`src/rtl/regfile_port_sequencer_pkg.sv`:
```
// Shared CPU definitions for the register-bank port sequencer: state encoding
// and default operand/index widths.
package regfile_port_sequencer_pkg;

  localparam int DATA_WIDTH_DEF = 32;
  localparam int REG_BITS_DEF   = 4;

  localparam logic [2:0] ST_IDLE  = 3'd0;
  localparam logic [2:0] ST_WRITE = 3'd1;
  localparam logic [2:0] ST_READ1 = 3'd2;
  localparam logic [2:0] ST_READ2 = 3'd3;
  localparam logic [2:0] ST_HOLD  = 3'd4;

  typedef enum logic [2:0] {
    IDLE  = ST_IDLE,
    WRITE = ST_WRITE,
    READ1 = ST_READ1,
    READ2 = ST_READ2,
    HOLD  = ST_HOLD
  } seq_state_t;

endpackage

```
`src/rtl/regfile_port_sequencer.sv`:
```
// Serialises operand reads (rs1, optional rs2) and writebacks onto the single
// index/strobe port of the CPU register bank.
module regfile_port_sequencer
  import regfile_port_sequencer_pkg::*;
#(
  parameter int DATA_WIDTH = DATA_WIDTH_DEF,
  parameter int REG_BITS   = REG_BITS_DEF
) (
  input  logic                  clk,
  input  logic                  reset,
  input  logic                  reqValid,
  output logic                  reqReady,
  input  logic [REG_BITS-1:0]   reqRs1,
  input  logic [REG_BITS-1:0]   reqRs2,
  input  logic                  reqNeedRs2,
  output logic                  opValid,
  input  logic                  opReady,
  output logic [DATA_WIDTH-1:0] rs1Value,
  output logic [DATA_WIDTH-1:0] rs2Value,
  input  logic                  wbValid,
  output logic                  wbReady,
  input  logic [REG_BITS-1:0]   wbRd,
  input  logic [DATA_WIDTH-1:0] wbData,
  output logic [REG_BITS-1:0]   bankRegNum,
  output logic [DATA_WIDTH-1:0] bankDataIn,
  input  logic [DATA_WIDTH-1:0] bankDataOut,
  output logic                  bankWriteEnable
);

  seq_state_t            state_q;
  logic [REG_BITS-1:0]   rs2_idx_q;
  logic                  need_rs2_q;
  logic                  op_valid_q;
  logic [DATA_WIDTH-1:0] rs1_value_q;
  logic [DATA_WIDTH-1:0] rs2_value_q;
  logic [REG_BITS-1:0]   bank_reg_num_q;
  logic [DATA_WIDTH-1:0] bank_data_in_q;
  logic                  bank_we_q;
  logic [DATA_WIDTH-1:0] read_value;

  // Gated by reset so both handshakes read 0 while reset is held.
  assign wbReady  = reset && (state_q == IDLE);
  assign reqReady = wbReady && !wbValid;

  assign opValid         = op_valid_q;
  assign rs1Value        = rs1_value_q;
  assign rs2Value        = rs2_value_q;
  assign bankRegNum      = bank_reg_num_q;
  assign bankDataIn      = bank_data_in_q;
  assign bankWriteEnable = bank_we_q;

  // Index 0 reads as zero whatever the bank returns.
  assign read_value = (bank_reg_num_q == '0) ? '0 : bankDataOut;

  always_ff @(posedge clk or negedge reset) begin
    if (!reset) begin
      state_q        <= IDLE;
      rs2_idx_q      <= '0;
      need_rs2_q     <= 1'b0;
      op_valid_q     <= 1'b0;
      rs1_value_q    <= '0;
      rs2_value_q    <= '0;
      bank_reg_num_q <= '0;
      bank_data_in_q <= '0;
      bank_we_q      <= 1'b0;
    end else begin
      case (state_q)
        IDLE: begin
          if (wbValid) begin
            bank_reg_num_q <= wbRd;
            bank_data_in_q <= wbData;
            bank_we_q      <= 1'b1;
            state_q        <= WRITE;
          end else if (reqValid) begin
            bank_reg_num_q <= reqRs1;
            rs2_idx_q      <= reqRs2;
            need_rs2_q     <= reqNeedRs2;
            state_q        <= READ1;
          end
        end
        WRITE: begin
          bank_reg_num_q <= '0;
          bank_data_in_q <= '0;
          bank_we_q      <= 1'b0;
          state_q        <= IDLE;
        end
        READ1: begin
          rs1_value_q <= read_value;
          if (need_rs2_q) begin
            bank_reg_num_q <= rs2_idx_q;
            state_q        <= READ2;
          end else begin
            bank_reg_num_q <= '0;
            rs2_value_q    <= '0;
            op_valid_q     <= 1'b1;
            state_q        <= HOLD;
          end
        end
        READ2: begin
          rs2_value_q    <= read_value;
          bank_reg_num_q <= '0;
          op_valid_q     <= 1'b1;
          state_q        <= HOLD;
        end
        HOLD: begin
          if (opReady) begin
            op_valid_q <= 1'b0;
            state_q    <= IDLE;
          end
        end
        default: begin
          bank_reg_num_q <= '0;
          bank_data_in_q <= '0;
          bank_we_q      <= 1'b0;
          op_valid_q     <= 1'b0;
          state_q        <= IDLE;
        end
      endcase
    end
  end

endmodule

```
`config.mk`:
```
export PLATFORM = sky130hd
export DESIGN_NAME = regfile_port_sequencer
export DESIGN_NICKNAME = d
export VERILOG_FILES = /design/src/rtl/regfile_port_sequencer_pkg.sv /design/src/rtl/regfile_port_sequencer.sv
export SDC_FILE = /design/constraint.sdc
export NUM_CORES = 1
export LEC_CHECK = 0
export BUFFER_PORTS_ARGS = -buffer_cell sky130_fd_sc_hd__buf_2
export CORE_MARGIN = 2
export CORE_UTILIZATION = 50
export CTS_CLUSTER_DIAMETER = 120
export DETAILED_ROUTE_END_ITERATION = 8
export PLACE_DENSITY_LB_ADDON = 0.05
export SLEW_MARGIN = 20
export SYNTH_ARGS = -nofsm -noshare
export SYNTH_HDL_FRONTEND = slang
export SYNTH_SLANG_ARGS = --single-unit
```
`constraint.sdc`:
```
create_clock -name clk -period 3.88 [get_ports clk]
set_input_delay 0.776 -clock clk [delete_from_list [all_inputs] [get_ports clk]]
set_output_delay 0.776 -clock clk [all_outputs]
set_load 0.02 [all_outputs]
```
==> results of run 1 <==
-- worst paths after layout --
| path | start | to | slack, ps | depth (start not counted) |
|---|---|---|---|---|
| setup / recovery | state_q[1]$_DFFE_PN0P_ | reqReady | 1350 | 4 |
| max in group asynchronous | reset | bankDataIn[5]$_DFFE_PN0P_ | 2490 | 2 |
| setup reg to reg | state_q[1]$_DFFE_PN0P_ | rs1Value[23]$_DFFE_PN0N_ | 1930 | 3 |
| hold / removal | reset | bankDataIn[10]$_DFFE_PN0P_ | 290 | 1 |
| hold reg to reg | bankWriteEnable$_DFFE_PN0P_ | bankWriteEnable$_DFFE_PN0P_ | 480 | 1 |
| min in group clk | bankWriteEnable$_DFFE_PN0P_ | bankWriteEnable$_DFFE_PN0P_ | 480 | 1 |
-- per-layer routing --
metal  global-route usage  routed length (um)  up-vias
met2                0.338                4620      119
met3               0.0455                 592       22
li1                     -                   -     1407
met4               0.0894                 240        0
met5                    0                   0        -
met1                0.314                4480     1589
-- flip-flops by register name (all words and copies together) (netlist names) --
| register | flops |
|---|---|
| bankDataIn | 32 |
| rs1Value | 32 |
| rs2Value | 32 |
| bankRegNum | 4 |
| rs2_idx_q | 4 |
| state_q | 3 |
| bankWriteEnable | 1 |
| need_rs2_q | 1 |
| opValid | 1 |
-- where the power goes --
part           internal, uW  total, uW  switching, uW
Combinational           820       2030           1210
Sequential             1600       1880            280
Clock                   305        692            387
Total                  2730       4610           1880
-- kinds of logic (layout without fill, tap and decap cells) --
logic type / Yosys count / count (layout)
flip-flops: 110 / 110
multiplexers: 13 / 13
AO/OA/AOI/OAI: 106 / 106
buffers and inverters: 26 / 206
AND/OR/NAND/NOR: 23 / 23
-- stage by stage --
stage / instances / setup WS, ps / area (um^2)
6_report: 563 / 1350 / 5270
5_1_grt: 563 / 1280 / 5270
4_1_cts: 563 / 1370 / 5260
3_5_place_dp: 547 / 1540 / 5060
3_3_place_gp: 547 / 1570 / 5060
2_1_floorplan: 278 / 1720 / 4100
-- synth_stat cells (all sizes together), types with 2 or more instances --
master	count
dfrtp	110
a22o	97
buf	18
mux2	9
clkbuf	7
mux2i	4
o2bb2ai	4
nand2	3
nor2	3
nor3	3
a21oi	2
and2	2
nand2b	2
o21ai	2
-- layout by cell type, fill, tap and decap left out, types with 2 or more instances in the layout --
master     count
a21oi_1        2
a22o_1        96
buf_2        184
buf_4          4
clkbuf_8       9
clkinv_4       2
dfrtp_1      110
mux2_2         9
mux2i_1        4
nand2_1        3
nand2b_1       2
nor2_1         2
nor3_1         3
o2bb2ai_1      4
-- area by class of cell --
class / count / area (um^2) / area share
flip-flops and latches: 110 / 2750 / 0.523
multi-input cells: 142 / 1220 / 0.231
repair buffers: 189 / 962 / 0.183
well taps: 105 / 131 / 0.0249
clock buffers: 10 / 128 / 0.0242
clock inverters: 6 / 71.3 / 0.0135
inverters: 1 / 3.75 / 0.000713
-- worst register-to-register path: cells and delay by family (launching register included) --
family          cells  cell delay (ps)
compound gates      1              260
flops               1              530
simple gates        2             1080
==> results.cfg, run 1 <==
[die]
fp.dieH_um = 94.5
die_x_um = 94.5
ioPinCount = 186
core-area_um2 = 8090
die-area_um2 = 8930
placementRows = 33
start_util = 0.506

[cells_and_area]
area_delta_synth_final_pct = 28.6
drive_gt1_frac = 0.478
fin_util = 0.651
fin_nets = 535
diodes = 0
fillers = 663

[pwr]
ir_drop_uv = 499
p_per_area_nw_per_um2 = 875
power_uw = 4610
p_leak_uw = 0.00286

[sta]
slew_headroom = 0.456
setup_violations = 0
holdWs_ps = 289
fin_setup_tns_ps = 0
max_freq_ghz = 0.396
rsz0062_at_grt = false
hold_viol = 0
post-route-period-util = 0.651
post-route-min-period_ps = 2530
clock_skew_ps = 9.33
report.final.slew_viol_count = 0
worstMarginPinSlew_ps = 815

[cts]
cts.reportedPaths.clkPinSlew_ps = 110
cts_root_buffer = clkbuf_8
cts_hold_buf = 0
post_cts_buffers = 0
clock_sinks = 110
cts_tree = built
cts_resized = 0
ctsLongestPathBuffers = 2
insertion_delay_ps = 350
cts_made_buffers = 9
htreeDepth = 3

[logic_synthesis]
yosys.area.top_type = dfrtp_1
yosys.area_share.simple = 0.0394
synthDominantCellAreaShare = 0.672
synth.area.mux_share = 0.0345
synthTopCellsByArea = dfrtp_1, a22o_1, mux2_2, buf_2, mux2i_1
yosysWarnings = 0
synth_cells = 278
syn-cell-area_um2 = 4100
async_flop_share = 1.00
synth-xor-area-share = 0
synth_seq_cells = 110
synthAdderAreaFrac = 0
ys_seq_area_frac = 0.672
synth_edf_count = 0
synth_compound_area_frac = 0.223
synth_ff_type = dfrtp_1
syn_nets = 360
synth_top_family_by_area = compound AO/OA/AOI/OAI gates
postSynthAreaPerCell_um2 = 14.7
yosysUniqueCellTypes = 29

[placement]
hpwl_um = 6680
place.gp.congestion = 0.827
port_buffers = 185

[routing]
drt_iter0_markers = 203
vias = 3137
drc = 0
dr.pass1.iters = 6
postRouteAntennaNets = 0
wl_um = 9940
viasPerCell = 5.57
drt-wirelength-per-cell_um = 17.7

[worst_setup_path]
worstPathMaxFanout = 12
end_kind = output port
cpPeakStageDelay_ps = 500
crit_path_start_kind = flip-flop
slowest_stage = dfrtp_1
crit_arrival_ps = 1750
path_class = reg -> out
cp.required_ps = 3100
crit_chain = nor3_1 -> and2_1 -> nor2b_1 -> buf_2
critPathBufInv = 1
cpLargestDelayFamily = simple AND/OR/NAND/NOR gates

[global_routing]
antenna_found_initial = 0
grt_start_max_net_pins = 89
grt_pass1_vias = 3018
grt_remaining_overflow = 0
grt_pass1_wl_um = 15200
grt_usage = 0.222

[run_status]
status = finished clean

[flow_run]
cap_viol_max_count = 0

[min_path]
min_path_type = in -> async
Power figures use the tool's default switching activity.
==> run 2, diff against run 1 <==
--- a/config.mk
+++ b/config.mk
@@ -5,9 +5,10 @@
 export SDC_FILE = /design/constraint.sdc
 export NUM_CORES = 1
 export LEC_CHECK = 0
+export ABC_AREA = 1
 export BUFFER_PORTS_ARGS = -buffer_cell sky130_fd_sc_hd__buf_2
 export CORE_MARGIN = 2
-export CORE_UTILIZATION = 50
+export CORE_UTILIZATION = 48
 export CTS_CLUSTER_DIAMETER = 120
 export DETAILED_ROUTE_END_ITERATION = 8
 export PLACE_DENSITY_LB_ADDON = 0.05
==> constraint.sdc (replaced) <==
create_clock -name clk -period 2.5 [get_ports clk]
set_input_delay 0.5 -clock clk [delete_from_list [all_inputs] [get_ports clk]]
set_output_delay 0.5 -clock clk [all_outputs]
set_load 0.02 [all_outputs]
==> results.cfg, run 2 <==
[run_status]
status = finished clean

[worst_setup_path]
crit_arrival_ps = 2200
path_class = reg -> reg
ff2ff_path_depth = 5
cp_common_cell = nand2_1
crit_path_start_kind = flip-flop
end_kind = flip-flop
worstPathMaxFanout = 36
crit_chain = inv_2 -> nand2_4 -> nand3_2 -> nand2_1 -> nand2_1
cp.required_ps = 2740
slowest_stage = nand3_2
cpPeakStageDelay_ps = 620

[routing]
drt_iter0_markers = 151
dr.pass1.iters = 4
postRouteAntennaNets = 0
viasPerCell = 4.82
wl_met3_um = 660
wl_met1_um = 5240
wl_um = 11300
dr.max_layer_used = met4
drc = 0
met2_length_um = 5280
drt-wirelength-per-cell_um = 13.5
vias = 4024

[global_routing]
grt_pass1_vias = 3731
grt_usage = 0.220
grt_pass1_wl_um = 18100
grt_remaining_overflow = 0
antenna_found_initial = 0
grt_start_max_net_pins = 65

[pwr]
p_sw_frac = 0.456
ir_drop_uv = 1140
p_seq_frac = 0.398
p_int_uw = 3930
p_sw_uw = 3300
p_per_area_nw_per_um2 = 1260
p_clk_frac = 0.147
p_leak_uw = 0.00348
p_comb_frac = 0.456

[cts]
insertion_delay_ps = 360
htreeDepth = 3
cts_tree = built
cts.reportedPaths.clkPinSlew_ps = 100
cts_made_buffers = 9
cts_root_buffer = clkbuf_8
ctsLongestPathBuffers = 2
cts_hold_buf = 0
post_cts_buffers = 0
cts_resized = 0
clock_sinks = 110

[min_path]
min_path_type = in -> async

[cells_and_area]
fin_nets = 784
mostFrequentLayoutCells = nand2_1, buf_2, dfrtp_1, nand3_1, o21ai_0
diodes = 0
drive_gt1_frac = 0.307
final_common_cell = nand2_1
area_delta_synth_final_pct = 25.5
fin_cells = 835

[logic_synthesis]
yosysMostFrequentCell = nand2_1
synth_ff_type = dfrtp_1
syn-cell-area_um2 = 4560
synthDominantCellAreaShare = 0.603
synthTopCellsByCount = nand2_1, dfrtp_1, nand3_1
postSynthAreaPerCell_um2 = 8.63
synth_edf_count = 0
yosysWarnings = 0
ys_seq_area_frac = 0.603
synthTopCellsByArea = dfrtp_1, nand2_1, nand3_1, o21ai_0, buf_4
syn_nets = 611
yosys.area.top_type = dfrtp_1
async_flop_share = 1.00
synth_seq_cells = 110
yosysUniqueCellTypes = 17
synth_cells = 529

[sta]
worstMarginPinSlew_ps = 735
report.final.slew_viol_count = 0
post-route-min-period_ps = 1950
holdWs_ps = 29.2
clock_skew_ps = 13.9
max_freq_ghz = 0.512
rsz0062_at_grt = false
slew_headroom = 0.509
setup_violations = 0
fin_setup_tns_ps = 0
post-route-period-util = 0.782
hold_viol = 0

[die]
fp.dieH_um = 102
ioPinCount = 186
core-area_um2 = 9240
start_util = 0.494
die-area_um2 = 10300
placementRows = 35
die_x_um = 102

[placement]
place.gp.congestion = 0.817
port_buffers = 185
place_inst = 820
hpwl_um = 7730

[flow_run]
cap_viol_max_count = 0
[run 2: logic make-up (layout without fill, tap and decap cells)]
| kind of cell | Yosys count | after routing | share of synthesized area |
|---|---|---|---|
| AO/OA/AOI/OAI | 36 | 36 | 0.0395 |
| buffers and inverters | 43 | 220 | 0.0466 |
| flip-flops | 110 | 110 | 0.603 |
| AND/OR/NAND/NOR | 340 | 340 | 0.311 |
[run 2: critical path, delay by kind of cell, from the launching register on]
kind / cells / cell delay [ps]
DFF: 1 / 460
buffers and inverters: 1 / 110
and+or+nand+nor: 4 / 1260
[run 2: cell type report]
class                      instances  area [um^2]
sequential                       110         2750
tap                              129          161
inverter                          15         56.3
fill                             864         3510
clock inverter                     3         45.0
multi-input combinational        376         1600
clock buffer                      12          145
timing repair buffer             190          966
[run 2: power groups by stage]
stage          combinational [uW]  clock, uW  sequential, uW
6_report                     3290       1060            2870
5_1_grt                      3660       1150            2970
2_1_floorplan                1460          0            3670
4_1_cts                      3330       1100            2870
3_3_place_gp                 3270          0            2880
3_5_place_dp                 3320          0            2900
[run 2: final timing paths]
check / from / to / slack, ps
setup / recovery: state_q[2]$_DFFE_PN0P_ / bankDataIn[11]$_DFFE_PN0P_ / 550
hold / removal: reset / rs1Value[10]$_DFFE_PN0N_ / 30
setup reg to reg: state_q[2]$_DFFE_PN0P_ / bankDataIn[11]$_DFFE_PN0P_ / 550
hold reg to reg: bankDataIn[22]$_DFFE_PN0P_ / bankDataIn[22]$_DFFE_PN0P_ / 480
max in group asynchronous: reset / rs1Value[22]$_DFFE_PN0N_ / 1460
min in group clk: wbData[1] / bankDataIn[1]$_DFFE_PN0P_ / 330
[run 2: stage by stage]
stage | util | total power, uW | cell area (um^2) | worst slack (ps)
floorplan | - | 5130 | 4560 | 896
global placement | 0.599 | 6150 | 5540 | 666
detailed placement | 0.599 | 6220 | 5540 | 604
CTS | 0.620 | 7300 | 5730 | 560
global route | 0.620 | 7780 | 5730 | 326
finish | 0.620 | 7220 | 5730 | 545
[run 2: per-layer routing]
| layer | vias up | track usage |
|---|---|---|
| li1 | 2006 | - |
| met1 | 1880 | 0.315 |
| met2 | 128 | 0.348 |
| met3 | 10 | 0.0345 |
| met4 | 0 | 0.0665 |
| met5 | - | 0 |
==> run 3, diff against run 2 <==
--- a/config.mk
+++ b/config.mk
@@ -5,10 +5,10 @@
 export SDC_FILE = /design/constraint.sdc
 export NUM_CORES = 1
 export LEC_CHECK = 0
-export ABC_AREA = 1
+export ABC_AREA = 0
 export BUFFER_PORTS_ARGS = -buffer_cell sky130_fd_sc_hd__buf_2
 export CORE_MARGIN = 2
-export CORE_UTILIZATION = 48
+export CORE_UTILIZATION = 42
 export CTS_CLUSTER_DIAMETER = 120
 export DETAILED_ROUTE_END_ITERATION = 8
 export PLACE_DENSITY_LB_ADDON = 0.05
==> constraint.sdc (replaced) <==
create_clock -name clk -period 1.65 [get_ports clk]
set_input_delay 0.33 -clock clk [delete_from_list [all_inputs] [get_ports clk]]
set_output_delay 0.33 -clock clk [all_outputs]
set_load 0.02 [all_outputs]
==> results.cfg, run 3 (synthesis results as in run 1) <==
[cells_and_area]
fin_util = 0.572
diodes = 0
area_delta_synth_final_pct = 34.6
fillers = 875
fin_nets = 547
fin_cells = 602
final_common_cell = buf_2
mostFrequentLayoutCells = buf_2, dfrtp_1, a22o_1, clkbuf_8, buf_4
multi_input_area_um2 = 1230
design_area_um2 = 5510
drive_gt1_frac = 0.497
regArea_um2 = 2750

[worst_setup_path]
worstPathMaxFanout = 2
path_class = reg -> out
crit_path_start_kind = flip-flop
end_kind = output port
crit_arrival_ps = 1430
ff2ff_path_depth = 6
cp.required_ps = 1320

[routing]
drc = 0
drt-wirelength-per-cell_um = 16.7
vias = 3082
viasPerCell = 5.12
dr.pass1.iters = 5
drt_iter0_markers = 87
wl_um = 10100
postRouteAntennaNets = 0

[sta]
rsz0062_at_grt = true
worstMarginPinSlew_ps = 611
clock_skew_ps = 14.8
post-route-period-util = 1.06
post-route-min-period_ps = 1760
report.final.slew_viol_count = 0
fin_setup_tns_ps = -122
max_freq_ghz = 0.569
setup_violations = 2
slew_headroom = 0.592
hold_viol = 0
setup_ws_ps = -106

[global_routing]
grt_usage = 0.186
grt_remaining_overflow = 0
grt_start_max_net_pins = 111
grt_pass1_vias = 2890
grt_pass1_wl_um = 15100
antenna_found_initial = 0

[pwr]
p_leak_uw = 0.00297
ir_drop_uv = 903
power_uw = 11400
p_per_area_nw_per_um2 = 2080

[placement]
place_area_um2 = 5230
place_inst = 583
place.gp.congestion = 0.728
hpwl_um = 6720
port_buffers = 185

[cts]
htreeDepth = 3
insertion_delay_ps = 360
cts_made_buffers = 9
cts_root_buffer = clkbuf_8
cts_tree = built
ctsLongestPathBuffers = 2
cts.reportedPaths.clkPinSlew_ps = 100
clock_sinks = 110

[die]
ioPinCount = 186
start_util = 0.425
die-area_um2 = 10600
core-area_um2 = 9640
placementRows = 36
die_x_um = 103
fp.dieH_um = 103

[flow_run]
cap_viol_max_count = 0

[min_path]
min_path_type = in -> async

[run_status]
status = finished, violations left
violations = setup timing
[run 3: area by class of cell]
class	count	share of cell area
Clock buffer	12	0.0281
Clock inverter	3	0.0123
Inverter	1	0.000681
Multi-Input combinational cell	142	0.224
Sequential cell	110	0.500
Tap cell	133	0.0302
Timing Repair Buffer	201	0.206
[run 3: critical path, cell delays in order (launching register included)]
cell     delay (ps)
dfrtp_1         410
nor3_2          230
and2_4          180
nor2b_4         140
buf_6           120
[run 3: worst paths after layout]
check,startpoint,to,slack (ps)
max,state_q[1]$_DFFE_PN0P_,reqReady,-110
min in group clk,wbData[4],bankDataIn[4]$_DFFE_PN0P_,200
min,reset,bankDataIn[3]$_DFFE_PN0P_,20
max in group asynchronous,reset,state_q[2]$_DFFE_PN0P_,1090
max reg2reg,state_q[1]$_DFFE_PN0P_,need_rs2_q$_DFFE_PN0P_,40
min reg2reg,bankWriteEnable$_DFFE_PN0P_,bankWriteEnable$_DFFE_PN0P_,480
[run 3: metal layers]
layer | track usage | share of wire
met1 | 0.270 | 0.45
met3 | 0.0400 | 0.061
met5 | 0 | 0
met4 | 0.0638 | 0.016
met2 | 0.280 | 0.47
[run 3: what timing repair did]
item | 4_1_cts | 5_1_grt
hold buffers | 0 | 0
setup endpoints to repair | 2 | 35
gates resized for setup | 4 | 4
hold endpoints to repair | 0 | 0
pin swaps | 2 | 1
buffers inserted | 3 | 1
[run 3: stage by stage]
step | hold slack, ps | setup slack, ps
finish | 24.2 | -106
global route | 110 | -196
CTS | 103 | -84.8
detailed placement | 463 | 186
global placement | 457 | 207
floorplan | 34.4 | 35.0
[run 3: power by group]
group	total (uW)	internal, uW	switching, uW
registers	4380	3770	602
logic	5270	2300	2980
clock network	1790	932	858
